===== src/rtl/router_pkg.sv =====
// router_pkg: shared types and constants for the input-router sequencers.
//   sched_state_t   - coordinate scheduler FSM states (IDLE, RUN, DONE)
//   KERNEL_SIZE_DEF - default depthwise kernel edge length
//   STRIDE_1/2      - the legal stride encodings
package router_pkg;

  typedef enum logic [1:0] {
    IDLE = 2'd0,
    RUN  = 2'd1,
    DONE = 2'd2
  } sched_state_t;

  localparam int KERNEL_SIZE_DEF = 3;

  localparam logic [1:0] STRIDE_1 = 2'd1;
  localparam logic [1:0] STRIDE_2 = 2'd2;

endpackage


===== src/rtl/dw_coord_scheduler_if.sv =====
// dw_coord_scheduler_if: coordinate handshake bus from the scheduler to the
// 3x3 depthwise address generator.
//   o_valid  - coordinate valid (address generator i_en)
//   i_ready  - downstream accepts the current coordinate
//   o_o_x    - top-left input row coordinate
//   o_o_y    - top-left input column coordinate
//   o_row_id - one-hot destination PE row
// Member names are written from the scheduler's point of view.
interface dw_coord_scheduler_if #(
  parameter int ROWS       = 4,
  parameter int ADDR_WIDTH = 6
);
  logic                  o_valid;
  logic                  i_ready;
  logic [ADDR_WIDTH-1:0] o_o_x;
  logic [ADDR_WIDTH-1:0] o_o_y;
  logic [ROWS-1:0]       o_row_id;

  modport master (output o_valid, output o_o_x, output o_o_y, output o_row_id,
                  input  i_ready);
  modport slave  (input  o_valid, input  o_o_x, input  o_o_y, input  o_row_id,
                  output i_ready);
endinterface


===== src/rtl/dw_coord_scheduler_coord_stepper.sv =====
// coord_stepper: combinational next-coordinate logic for a square raster walk.
//   i_x, i_y   - current top-left coordinate
//   i_limit    - largest legal coordinate (size - kernel)
//   i_stride   - step size
//   o_x, o_y   - next coordinate (y is the fast axis)
//   o_last     - current coordinate is the final one of the pass
// Sums are one bit wider than the coordinates so x/y + stride never wraps.
module coord_stepper #(
  parameter int ADDR_WIDTH = 6
) (
  input  logic [ADDR_WIDTH-1:0] i_x,
  input  logic [ADDR_WIDTH-1:0] i_y,
  input  logic [ADDR_WIDTH-1:0] i_limit,
  input  logic [1:0]            i_stride,
  output logic [ADDR_WIDTH-1:0] o_x,
  output logic [ADDR_WIDTH-1:0] o_y,
  output logic                  o_last
);
  logic [ADDR_WIDTH:0] sum_x;
  logic [ADDR_WIDTH:0] sum_y;
  logic [ADDR_WIDTH:0] limit_ext;

  assign sum_x     = {1'b0, i_x} + (ADDR_WIDTH+1)'(i_stride);
  assign sum_y     = {1'b0, i_y} + (ADDR_WIDTH+1)'(i_stride);
  assign limit_ext = {1'b0, i_limit};

  always_comb begin
    o_x    = i_x;
    o_y    = i_y;
    o_last = 1'b0;
    if (sum_y <= limit_ext) begin
      o_y = sum_y[ADDR_WIDTH-1:0];
    end else begin
      o_y = '0;
      if (sum_x <= limit_ext) begin
        o_x = sum_x[ADDR_WIDTH-1:0];
      end else begin
        o_last = 1'b1;
      end
    end
  end
endmodule


===== src/rtl/dw_coord_scheduler.sv =====
// dw_coord_scheduler: walks the output feature map on i_start and issues one
// top-left input coordinate per accepted handshake, tagging each with a
// round-robin one-hot PE-row id.
//   i_clk, i_nrst    - clock, synchronous active-low reset
//   i_start          - start a pass (IDLE only)
//   i_reg_clear      - synchronous abort, same effect as reset
//   i_i_size         - square input map edge length, latched at start
//   i_stride         - stride (1 or 2), latched at start
//   cbus             - coordinate handshake bus (master side)
//   o_busy           - high while issuing coordinates
//   o_done / o_err   - end-of-pass pulse / illegal-config pulse
// Build option: DW_STRIDE2_EN enables the i_stride input; without it the
// stride is fixed at 1 and only an undersized map is flagged as an error.
module dw_coord_scheduler
  import router_pkg::*;
#(
  parameter int ROWS        = 4,
  parameter int ADDR_WIDTH  = 6,
  parameter int KERNEL_SIZE = KERNEL_SIZE_DEF
) (
  input  logic                  i_clk,
  input  logic                  i_nrst,
  input  logic                  i_start,
  input  logic                  i_reg_clear,
  input  logic [ADDR_WIDTH-1:0] i_i_size,
  input  logic [1:0]            i_stride,
  dw_coord_scheduler_if.master  cbus,
  output logic                  o_busy,
  output logic                  o_done,
  output logic                  o_err
);
  localparam logic [ADDR_WIDTH-1:0] K_W = ADDR_WIDTH'(KERNEL_SIZE);

  sched_state_t          state_q, state_d;
  logic [ADDR_WIDTH-1:0] x_q, x_d, y_q, y_d, size_q, size_d;
  logic [1:0]            stride_q, stride_d;
  logic [ROWS-1:0]       row_q, row_d;
  logic                  valid_q, valid_d, busy_q, busy_d;
  logic                  done_q, done_d, err_q, err_d;

  logic [ADDR_WIDTH-1:0] limit, step_x, step_y;
  logic                  step_last;
  logic [1:0]            start_stride;
  logic                  cfg_bad;

`ifdef DW_STRIDE2_EN
  assign start_stride = i_stride;
  assign cfg_bad      = (i_i_size < K_W) ||
                        !((i_stride == STRIDE_1) || (i_stride == STRIDE_2));
`else
  logic [1:0] unused_stride;
  assign unused_stride = i_stride;
  assign start_stride  = STRIDE_1;
  assign cfg_bad       = (i_i_size < K_W);
`endif

  // Only meaningful in RUN, where size_q >= kernel is guaranteed.
  assign limit = size_q - K_W;

  coord_stepper #(.ADDR_WIDTH(ADDR_WIDTH)) u_stepper (
    .i_x      (x_q),
    .i_y      (y_q),
    .i_limit  (limit),
    .i_stride (stride_q),
    .o_x      (step_x),
    .o_y      (step_y),
    .o_last   (step_last)
  );

  always_comb begin
    state_d  = state_q;
    x_d      = x_q;
    y_d      = y_q;
    size_d   = size_q;
    stride_d = stride_q;
    row_d    = row_q;
    valid_d  = valid_q;
    busy_d   = busy_q;
    done_d   = 1'b0;
    err_d    = 1'b0;
    case (state_q)
      IDLE: begin
        if (i_start) begin
          size_d   = i_i_size;
          stride_d = start_stride;
          if (cfg_bad) begin
            state_d = DONE;
            done_d  = 1'b1;
            err_d   = 1'b1;
          end else begin
            state_d = RUN;
            valid_d = 1'b1;
            busy_d  = 1'b1;
            x_d     = '0;
            y_d     = '0;
            row_d   = ROWS'(1);
          end
        end
      end
      RUN: begin
        if (valid_q && cbus.i_ready) begin
          if (step_last) begin
            state_d = DONE;
            valid_d = 1'b0;
            busy_d  = 1'b0;
            done_d  = 1'b1;
            x_d     = '0;
            y_d     = '0;
            row_d   = '0;
          end else begin
            x_d   = step_x;
            y_d   = step_y;
            row_d = {row_q[ROWS-2:0], row_q[ROWS-1]};
          end
        end
      end
      DONE: begin
        state_d = IDLE;
      end
      default: begin
        state_d = IDLE;
      end
    endcase
  end

  always_ff @(posedge i_clk) begin
    if (!i_nrst || i_reg_clear) begin
      state_q  <= IDLE;
      x_q      <= '0;
      y_q      <= '0;
      size_q   <= '0;
      stride_q <= '0;
      row_q    <= '0;
      valid_q  <= 1'b0;
      busy_q   <= 1'b0;
      done_q   <= 1'b0;
      err_q    <= 1'b0;
    end else begin
      state_q  <= state_d;
      x_q      <= x_d;
      y_q      <= y_d;
      size_q   <= size_d;
      stride_q <= stride_d;
      row_q    <= row_d;
      valid_q  <= valid_d;
      busy_q   <= busy_d;
      done_q   <= done_d;
      err_q    <= err_d;
    end
  end

  assign cbus.o_valid  = valid_q;
  assign cbus.o_o_x    = x_q;
  assign cbus.o_o_y    = y_q;
  assign cbus.o_row_id = row_q;
  assign o_busy        = busy_q;
  assign o_done        = done_q;
  assign o_err         = err_q;
endmodule

===== src/flat_wrapper.sv =====
// flat-port wrapper written by rule: the top's interface ports become plain ports
module dw_coord_scheduler_flat import router_pkg::*;
#(
  parameter int ROWS        = 4,
  parameter int ADDR_WIDTH  = 6,
  parameter int KERNEL_SIZE = KERNEL_SIZE_DEF
)
  (i_clk, i_nrst, i_start, i_reg_clear, i_i_size, i_stride, o_busy, o_done, o_err, cbus_o_valid, cbus_o_o_x, cbus_o_o_y, cbus_o_row_id, cbus_i_ready);
  dw_coord_scheduler_if #(.ROWS(ROWS), .ADDR_WIDTH(ADDR_WIDTH)) cbus_i ();
  input  logic i_clk;
  input  logic i_nrst;
  input  logic i_start;
  input  logic i_reg_clear;
  input  logic [ADDR_WIDTH-1:0] i_i_size;
  input  logic [1:0] i_stride;
  output logic o_busy;
  output logic o_done;
  output logic o_err;
  output wire logic [$bits(cbus_i.o_valid)-1:0] cbus_o_valid;
  output wire logic [$bits(cbus_i.o_o_x)-1:0] cbus_o_o_x;
  output wire logic [$bits(cbus_i.o_o_y)-1:0] cbus_o_o_y;
  output wire logic [$bits(cbus_i.o_row_id)-1:0] cbus_o_row_id;
  input wire logic [$bits(cbus_i.i_ready)-1:0] cbus_i_ready;
  assign cbus_o_valid = cbus_i.o_valid;
  assign cbus_o_o_x = cbus_i.o_o_x;
  assign cbus_o_o_y = cbus_i.o_o_y;
  assign cbus_o_row_id = cbus_i.o_row_id;
  assign cbus_i.i_ready = cbus_i_ready;
  dw_coord_scheduler #(.ROWS(ROWS), .ADDR_WIDTH(ADDR_WIDTH), .KERNEL_SIZE(KERNEL_SIZE)) u_core (.i_clk(i_clk), .i_nrst(i_nrst), .i_start(i_start), .i_reg_clear(i_reg_clear), .i_i_size(i_i_size), .i_stride(i_stride), .cbus(cbus_i), .o_busy(o_busy), .o_done(o_done), .o_err(o_err));
endmodule

===== config.mk =====
export PLATFORM = sky130hd
export DESIGN_NAME = dw_coord_scheduler_flat
export DESIGN_NICKNAME = d
export VERILOG_FILES = /design/src/rtl/router_pkg.sv /design/src/rtl/dw_coord_scheduler_if.sv /design/src/rtl/dw_coord_scheduler_coord_stepper.sv /design/src/rtl/dw_coord_scheduler.sv /design/src/flat_wrapper.sv
export SDC_FILE = /design/constraint.sdc
export NUM_CORES = 1
export LEC_CHECK = 0
export CELL_PAD_IN_SITES_DETAIL_PLACEMENT = 0
export CELL_PAD_IN_SITES_GLOBAL_PLACEMENT = 2
export CORE_ASPECT_RATIO = 1.25
export CORE_MARGIN = 2
export CORE_UTILIZATION = 34
export CTS_BUF_LIST = sky130_fd_sc_hd__clkbuf_4
export CTS_CLUSTER_DIAMETER = 30
export CTS_CLUSTER_SIZE = 8
export DETAILED_ROUTE_END_ITERATION = 7
export GPL_TIMING_DRIVEN = 0
export PLACE_DENSITY = 0.82
export SYNTH_ARGS = -nofsm -noshare
export SYNTH_HDL_FRONTEND = slang
export SYNTH_SLANG_ARGS = --single-unit
export TNS_END_PERCENT = 10

===== constraint.sdc =====
create_clock -name i_clk -period 7.1 [get_ports i_clk]
set_clock_uncertainty 0.2 [all_clocks]
set_input_delay 0.71 -clock i_clk [delete_from_list [all_inputs] [get_ports i_clk]]
set_output_delay 0.71 -clock i_clk [all_outputs]
set_load 0.01 [all_outputs]

Word level (Yosys, flattened, before mapping)
Index checks and enable logic that the tools add are counted.

storage, ports and cells
  flip-flop bits (word level) = 28
  bits of input ports = 13
  output and inout port bits = 20
  logic and storage cells = 67

operators by class
  add/subtract/negate cells = 3
  $lt $le $gt $ge = 3
  equality and inequality tests = 7
  muxes and demuxes = 33
  bitwise logic cells = 1
  reduce and logical (&&, ||, !) cells = 11

operators by type and width
  operator               count
  $mux W6                9
  $pmux W6 S2            2
  $mux W4                4
  $add A6 B1 Y7          2
  $le A7 B6 Y1           2
  $mux W1                10
  $mux W2                4
  $pmux W4 S2            1
  $lt A6 B2 Y1 const B   1
  $ne A3 B2 Y1 const B   2
  $reduce_and A6 Y1      1
  $sub A6 B2 Y6 const B  1
  $reduce_and A5 Y1      1
  $ne A2 B1 Y1 const B   2
  $ne A2 B2 Y1 const B   2
  $pmux W1 S2            2
  $pmux W2 S2            1
  $reduce_and A4 Y1      1
  $reduce_and A3 Y1      1
  $eq A2 B1 Y1 const B   1
  $logic_not A2 Y1       1
  $reduce_and A2 Y1      1
  $reduce_bool A2 Y1     1
  $reduce_or A2 Y1       1
  4 further kinds        4

Logic depth before layout (Yosys ltp)
Gate-level depths: netlist of run 1.

  depth after elaboration = 7
  depth in mapped cells = 12
  depth with buffers taken out = 11

By module
Synthesis of run 1 repeated with hierarchy kept, for this count alone.

second synthesis, totals
  cell total of the unflattened synthesis = 201
  area, all modules = 1939.4 um^2

by module, submodules not included
  module              instances  cells each  area an instance (um^2)  sequential area each (um^2)
  dw_coord_scheduler  1          116         1265.0                   560.5
  coord_stepper       1          85          674.4                    0.0

Worst setup path after synthesis of run 1
OpenSTA, ideal clock, no wires.

  path type = register -> register
  from = register u_core.x_q[0] (netlist: u_core.cbus.o_o_x[0])
  to = register u_core.row_q[1] (netlist: u_core.cbus.o_row_id[1])
  library setup time = 0.068 ns
  arrival = 2.696 ns
  required time = 6.832 ns
  path slack = 4.136 ns
  stages on the path, launching flop included = 13
  buffers on the path = 1
  period minus slack after synthesis = 2.964 ns
  cells stage by stage = dfxtp_1 -> ha_1 -> ha_1 -> nand3_1 -> and2_1 -> or2_2 -> ha_1 -> and3b_1 -> o31a_1 -> o31ai_2 -> buf_6 -> o211ai_2 -> a21oi_2

between the ends
  longest elaborated chain between the ends = 7

ends and longest elaborated chain
  element                 line                                    RTL
  from (decl)             dw_coord_scheduler.sv:35                logic [ADDR_WIDTH-1:0] x_q, x_d, y_q, y_d, size_q, size_d;
  from (signal assigned)  dw_coord_scheduler.sv:129               x_q <= '0;
  from (signal assigned)  dw_coord_scheduler.sv:140               x_q <= x_d;
  $add A6 B1 Y7           dw_coord_scheduler_coord_stepper.sv:23  assign sum_x = {1'b0, i_x} + (ADDR_WIDTH+1)'(i_stride);
  $le A7 B6 Y1            dw_coord_scheduler_coord_stepper.sv:35  if (sum_x <= limit_ext) begin
  $mux W1                 dw_coord_scheduler_coord_stepper.sv:35
  $mux W1                 dw_coord_scheduler_coord_stepper.sv:31  if (sum_y <= limit_ext) begin
  $mux W4                 dw_coord_scheduler.sv:102               if (step_last) begin
  $mux W4                 dw_coord_scheduler.sv:101               if (valid_q && cbus.i_ready) begin
  $pmux W4 S2             dw_coord_scheduler.sv:81                case (state_q)
  to (signal assigned)    dw_coord_scheduler.sv:144               row_q <= row_d;
  to (decl)               dw_coord_scheduler.sv:37                logic [ROWS-1:0] row_q, row_d;

Every way passes these cells. The select of a mux whose other input is x is not followed.
A chain may end at the register's enable or synchronous reset.

Worst setup path in the final report of run 1
  from = register u_core.stride_q[0]
  to = register u_core.x_q[2] (netlist: u_core.cbus.o_o_x[2])

between the ends
  longest elaborated chain between the ends = 7
  elaborated cells between the ends (all ways) = 14
  classes of those cells = add/sub (2); order compare (2); eq/ne (2); mux (7); reduce/logical (1)

ends and longest elaborated chain
  element                 line                                    RTL
  from (decl)             dw_coord_scheduler.sv:36                logic [1:0] stride_q, stride_d;
  from (signal assigned)  dw_coord_scheduler.sv:143               stride_q <= stride_d;
  $add A6 B1 Y7           dw_coord_scheduler_coord_stepper.sv:23
  $le A7 B6 Y1            dw_coord_scheduler_coord_stepper.sv:35
  $mux W1                 dw_coord_scheduler_coord_stepper.sv:35
  $mux W1                 dw_coord_scheduler_coord_stepper.sv:31
  $mux W6                 dw_coord_scheduler.sv:102
  $mux W6                 dw_coord_scheduler.sv:101
  $pmux W6 S2             dw_coord_scheduler.sv:81

Parallel ways exist; a longest one is shown, timed or not. The select of a mux whose other input is x is not followed.

==> impl_metrics.tcl, run 1 <==
set metrics [dict create \
    dpl-instance-area_mm2 0.00206 \
    period_needed_ns 3.30 \
    viasPerCell 5.32 \
    n_fill_cell 506 \
    insertion_delay_ns 0.33 \
    htreeDepth 1 \
    fp.coreArea_mm2 0.00476 \
    die_area_mm2 0.00555 \
    maxCapViolCount 0 \
    dr.pass1.iters 4 \
    n_antenna_cell 0 \
    design_area_mm2 0.00209 \
    dpl.cell_count 280 \
    place.gp.congestion 0.891 \
    crit_type "reg2reg" \
    netlist.area_leader.share_pct 33.2 \
    ys_seq_elements 28 \
    syn_area_mm2 0.00169 \
    seqCellArea_um2 561 \
    clk_pin_slew_worst_paths_ns 0.15 \
    wire_per_inst_um 14.1 \
    routed_wl_um 4000 \
    layout-drive-gt1-share_pct 8.48 \
    drc 0 \
    rsz0062_at_grt "no" \
    yosysSeqAreaShare_pct 33.2 \
    syn-num-nets 216 \
    min_path_type "reg2reg" \
    clock.fmax_ghz 0.303 \
    cts_sinks 28 \
    via_count 1511 \
    grt-ovfl-total 0 \
    die_w_um 67.0 \
    setup_ws_ns 3.80 \
    multi_input_area_mm2 0.00105 \
    ys_top_cells_by_count "dfxtp_1, nor2_1, ha_1, nand2_1, a21oi_1" \
    antenna_found_initial 0 \
    synth_cell_types 48 \
    tightest_slew_ns 0.611 \
    cts_buffers 3 \
    die_h_um 82.8 \
    cts_resized 0 \
    io_buffers 30 \
    grt_pass1_vias 1442 \
    yosysWarnings 0 \
    slew_headroom_pct 58.9 \
    critical_path.endpoint_type "flip-flop" \
    peakVddDrop_v 0.0000532 \
    cts_root_buffer "clkbuf_4" \
    setup_tns_ns 0 \
    grt_first_pass_wirelength_um 6870 \
    synth_area_leaders "dfxtp_1, ha_1, nor2_1" \
    start_kind "flip-flop" \
    tritoncts "yes" \
    finalSetupViolations 0 \
    synth_edf_count 0 \
    drv_slew 0 \
    power.leakage_nw 0.795 \
    hold_slack_ns 0.301 \
    yosys.area.top_type "dfxtp_1" \
    grt_max_degree 16 \
    start_util_pct 35.5 \
    cp.required_ns 7.17 \
    yosysMostFrequentCell "dfxtp_1" \
    cp_max_fo 10 \
    gr-usage-all-layers_pct 15.6 \
    pin_count 33 \
    dp_hpwl_um 3270 \
    period_share_pct 46.5 \
    status "completed" \
    drt-initial-drc-count 85 \
    synth_cells 190 \
    area_delta_synth_final_pct 23.8 \
    arrival_ns 3.38 \
    ctsHoldBuffers 0 \
    power.density_mw_per_mm2 128 \
    num-nets-final 251 \
    syn_avg_cell_area_um2 8.89 \
    dpl_worst_slack_ns 3.78 \
    clk_path_buf_depth 2 \
    synth_ff_type "dfxtp_1" \
    fin_cells 284 \
    post_cts_buffers 0 \
    async_flop_share_pct 0 \
    hold_viol_final 0 \
    row_count 28 \
    postRouteAntennaNets 0 \
]
-- metal layers --
layer | share of wire [%] | wire length (um) | vias to the layer above | global-route usage, %
met2 | 51 | 2040 | 23 | 26.4
met1 | 45 | 1810 | 715 | 20.7
li1 | - | - | 767 | -
met4 | 1.5 | 58 | 0 | 4.27
met3 | 2.0 | 78 | 6 | 1.63
met5 | 0 | 0 | - | 0
-- cell families (layout without fill, tap and decap cells) --
logic type,count (synthesis),count (layout),share of synthesized area [%]
buffers and inverters,16,50,4.52
XOR/XNOR,13,13,8.00
flip-flops,28,28,33.2
adder cells (fa/ha/maj),14,14,10.2
AO/OA/AOI/OAI,47,47,22.1
AND/OR/NAND/NOR,67,67,19.0
multiplexers,5,5,2.96
-- area by class of cell --
class / instances / area share [%]
timing repair buffer: 30 / 14.4
inverter: 8 / 1.44
tap: 60 / 3.59
buffer: 8 / 2.21
clock buffer: 3 / 1.08
clock inverter: 1 / 0.180
sequential: 28 / 26.8
multi-input combinational: 146 / 50.3
-- per-stage QoR --
stage | utilization, % | power [mW]
after floorplan | - | 0.188
after global placement | 43.3 | 0.202
after detailed placement | 43.3 | 0.203
after CTS | 43.9 | 0.272
after global routing | 43.9 | 0.282
final | 43.9 | 0.268
-- registers in the layout, summed over array words and instances, names as in the netlist --
name,cells
u_core.state_q,2
u_core.o_done,1
u_core.stride_q,1
u_core.cbus.o_row_id,4
u_core.size_q,6
u_core.cbus.o_valid,1
u_core.cbus.o_o_x,6
u_core.o_err,1
u_core.cbus.o_o_y,6
-- power breakdown --
| group | switching, mW | internal, mW |
|---|---|---|
| clock | 0.0485 | 0.0207 |
| sequential | 0.00292 | 0.160 |
| combinational | 0.0186 | 0.0181 |
-- layout by cell type, fill, tap and decap left out, drive strengths merged --
| cell type | netlist | routed |
|---|---|---|
| clkdlybuf4s50 | 0 | 30 |
| dfxtp | 28 | 28 |
| nor2 | 25 | 25 |
| nand2 | 13 | 13 |
| ha | 13 | 13 |
| a21oi | 11 | 11 |
| o21ai | 9 | 9 |
| inv | 8 | 8 |
| nand3 | 8 | 8 |
| xnor2 | 8 | 8 |
| clkbuf | 4 | 7 |
| a32oi | 6 | 6 |
| mux2i | 5 | 5 |
| nor3 | 4 | 4 |
| xor2 | 4 | 4 |
| buf | 4 | 4 |
| nor2b | 3 | 3 |
| o32ai | 3 | 3 |
| o21a | 3 | 3 |
| o2111ai | 3 | 3 |
| a22o | 3 | 3 |
| o211ai | 3 | 3 |
| and2 | 2 | 2 |
| or2 | 2 | 2 |
| and3 | 2 | 2 |
| nor4 | 2 | 2 |
| o31ai | 2 | 2 |
| nand2b | 1 | 1 |
| nor3b | 1 | 1 |
| a2111oi | 1 | 1 |
| maj3 | 1 | 1 |
| o221a | 1 | 1 |
| or3 | 1 | 1 |
| and3b | 1 | 1 |
| o31a | 1 | 1 |
| xnor3 | 1 | 1 |
| nand4 | 1 | 1 |
| or4 | 1 | 1 |
| o221ai | 1 | 1 |
| clkinv | 0 | 1 |
-- critical path, stage by stage (launching register included) --
cell	delay, ns
dfxtp_1	0.41
ha_1	0.23
ha_1	0.22
nand3_1	0.13
and2_1	0.20
or2_2	0.31
ha_1	0.32
and3b_1	0.19
o31a_1	0.24
o31ai_2	0.35
buf_6	0.21
o2111ai_1	0.12
o21ai_0	0.12
-- worst paths after layout --
check                               start                      end  slack (ns)  depth (start not counted)
setup / recovery       u_core.stride_q[0]     u_core.cbus.o_o_x[2]        3.80                         12
hold / removal    u_core.cbus.o_row_id[2]  u_core.cbus.o_row_id[2]        0.30                          2
setup reg to reg       u_core.stride_q[0]     u_core.cbus.o_o_x[2]        3.80                         12
hold reg to reg   u_core.cbus.o_row_id[2]  u_core.cbus.o_row_id[2]        0.30                          2
(Power assumes the default switching activity.)
==> inputs of run 2 (changes only) <==
--- a/config.mk
+++ b/config.mk
@@ -9,13 +9,13 @@
 export CELL_PAD_IN_SITES_GLOBAL_PLACEMENT = 2
 export CORE_ASPECT_RATIO = 1.25
 export CORE_MARGIN = 2
-export CORE_UTILIZATION = 34
+export CORE_UTILIZATION = 29
 export CTS_BUF_LIST = sky130_fd_sc_hd__clkbuf_4
 export CTS_CLUSTER_DIAMETER = 30
 export CTS_CLUSTER_SIZE = 8
 export DETAILED_ROUTE_END_ITERATION = 7
 export GPL_TIMING_DRIVEN = 0
-export PLACE_DENSITY = 0.82
+export PLACE_DENSITY = 0.74
 export SYNTH_ARGS = -nofsm -noshare
 export SYNTH_HDL_FRONTEND = slang
 export SYNTH_SLANG_ARGS = --single-unit
==> constraint.sdc (replaced) <==
create_clock -name i_clk -period 2.7 [get_ports i_clk]
set_clock_uncertainty 0.2 [all_clocks]
set_input_delay 0.27 -clock i_clk [delete_from_list [all_inputs] [get_ports i_clk]]
set_output_delay 0.27 -clock i_clk [all_outputs]
set_load 0.01 [all_outputs]
==> impl_metrics.tcl, run 2 (same netlist as run 1, synthesis figures left out) <==
set metrics [dict create \
    postRouteAntennaNets 0 \
    grt_max_degree 16 \
    layout-drive-gt1-share_pct 20.7 \
    grt-ovfl-total 0 \
    antenna_found_initial 0 \
    tightest_slew_ns 0.654 \
    finalSetupViolations 20 \
    clk_pin_slew_worst_paths_ns 0.16 \
    htreeDepth 1 \
    hold_slack_ns 0.300 \
    slew_headroom_pct 56.0 \
    cpPeakStageDelay_ns 0.42 \
    fp.coreArea_mm2 0.00570 \
    start_kind "flip-flop" \
    ctsHoldBuffers 0 \
    num-nets-final 259 \
    hold_depth 2 \
    cp_max_fo 10 \
    place.gp.congestion 0.764 \
    drt-initial-drc-count 23 \
    cts_buffers 3 \
    viasPerCell 5.13 \
    period_share_pct 104 \
    path_buf_inv 1 \
    violations "negative setup slack" \
    drv_slew 0 \
    reg2reg_from "u_core.stride_q[0]" \
    ff2ff_path_depth 12 \
    io_buffers 30 \
    peakVddDrop_v 0.000116 \
    via_count 1530 \
    cp.required_ns 2.80 \
    status "complete, but fails checks" \
    clock.fmax_ghz 0.357 \
    start_util_pct 29.6 \
    area_delta_synth_final_pct 38.7 \
    n_fill_cell 550 \
    min_path_type "reg2reg" \
    arrival_ns 2.90 \
    crit_cells 12 \
    n_antenna_cell 0 \
    die_area_mm2 0.00645 \
    die_h_um 89.3 \
    drc 0 \
    tritoncts "yes" \
    grt_pass1_vias 1430 \
    setup_tns_ns -1.28 \
    path_cells "ha_4, ha_4, nand3_4, and2_4, or2_4, ha_4, and3b_1, o31a_1, o31ai_4, buf_6, o2111ai_1, o21ai_1" \
    slowest_stage "dfxtp_4" \
    clk_path_buf_depth 2 \
    die_w_um 72.3 \
    cts_sinks 28 \
    insertion_delay_ns 0.35 \
    crit_family "compound AO/OA/AOI/OAI gates" \
    dp_hpwl_um 3270 \
    r2r_slack_ns -0.10 \
    dr.pass1.iters 4 \
    power.density_mw_per_mm2 310 \
    wire_per_inst_um 14.4 \
    grt_first_pass_wirelength_um 7050 \
    gr-usage-all-layers_pct 14.2 \
    setup_ws_ns -0.105 \
    cts_root_buffer "clkbuf_4" \
    worstHoldStart "u_core.cbus.o_row_id[1]" \
    period_needed_ns 2.80 \
    rsz0062_at_grt "yes" \
    critical_path.endpoint_type "flip-flop" \
    maxCapViolCount 0 \
    r2r_end "u_core.cbus.o_o_x[2]" \
    final_common_cell "clkdlybuf4s50_1" \
    final_cell_mix "clkdlybuf4s50_1, nor2_1, dfxtp_1" \
    crit_type "reg2reg" \
    routed_wl_um 4300 \
    pin_count 33 \
    hold_viol_final 0 \
    path_common_cell "ha_4" \
    row_count 31 \
    power.leakage_nw 0.838 \
    holdPathEnd "u_core.cbus.o_row_id[2]" \
]
==> run 2: changes by cell type in the layout (fill, tap and decap cells not counted), moves of 3 or more <==
cell | before | now
buf_4 | 1 | 9
dfxtp_1 | 28 | 23
ha_1 | 13 | 8
ha_4 | 0 | 5
o21ai_0 | 8 | 3
o21ai_1 | 0 | 5
dfxtp_2 | 0 | 3
==> run 2: power by group <==
part,total (mW),switching [mW],internal (mW)
clock,0.193,0.138,0.0546
combinational,0.107,0.0533,0.0536
sequential,0.427,0.00854,0.418
==> run 2: how the worst max path moves through the flow <==
stage / from / endpoint / slack [ns]
2_1_floorplan: u_core.cbus.o_o_y[0] / u_core.cbus.o_row_id[0] / -0.002
3_3_place_gp: u_core.stride_q[0] / u_core.cbus.o_o_x[0] / -0.27
3_5_place_dp: u_core.stride_q[0] / u_core.cbus.o_o_x[0] / -0.27
4_1_cts: u_core.stride_q[0] / u_core.cbus.o_o_x[2] / -0.11
5_1_grt: u_core.stride_q[0] / u_core.cbus.o_o_y[1] / -0.25
6_report: u_core.stride_q[0] / u_core.cbus.o_o_x[2] / -0.10
==> run 2: what timing repair did <==
item,4_1_cts,5_1_grt
gates resized for setup,14,10
setup buffers,6,2
pin swaps,11,7
setup endpoints to repair,20,20
==> run 2: metrics by stage <==
stage / std cells / power [mW] / utilization [%] / cell area (um^2) / setup WS (ns)
2_1_floorplan: 190 / 0.497 / - / 1760 / -0.00223
3_3_place_gp: 286 / 0.537 / 37.6 / 2140 / -0.268
3_5_place_dp: 286 / 0.536 / 37.6 / 2140 / -0.272
4_1_cts: 296 / 0.731 / 40.2 / 2290 / -0.109
5_1_grt: 298 / 0.763 / 41.1 / 2340 / -0.253
6_report: 298 / 0.727 / 41.1 / 2340 / -0.105
==> run 2: cell type report <==
class                   count  area, um^2  share of cell area, %
multi-input cells         146        1210                   51.9
inverters                   8        30.0                   1.28
well taps                  66        82.6                   3.53
repair buffers             38         360                   15.4
plain buffers               8        56.3                   2.40
clock buffers               3        22.5                  0.962
clock inverters             1        3.75                  0.160
flip-flops and latches     28         572                   24.4
==> run 2: worst min-delay path, stage by stage (launching register included) <==
cell and delay (ns):
dfxtp_1 0.37, o211ai_2 0.07, a21oi_2 0.04
==> run 2: layer usage <==
| layer | vias up | routed length, um | track usage, % |
|---|---|---|---|
| li1 | 783 | - | - |
| met1 | 713 | 2040 | 17.8 |
| met2 | 27 | 2020 | 24.0 |
| met3 | 7 | 147 | 2.48 |
| met4 | 0 | 87 | 5.83 |
| met5 | - | 0 | 0 |
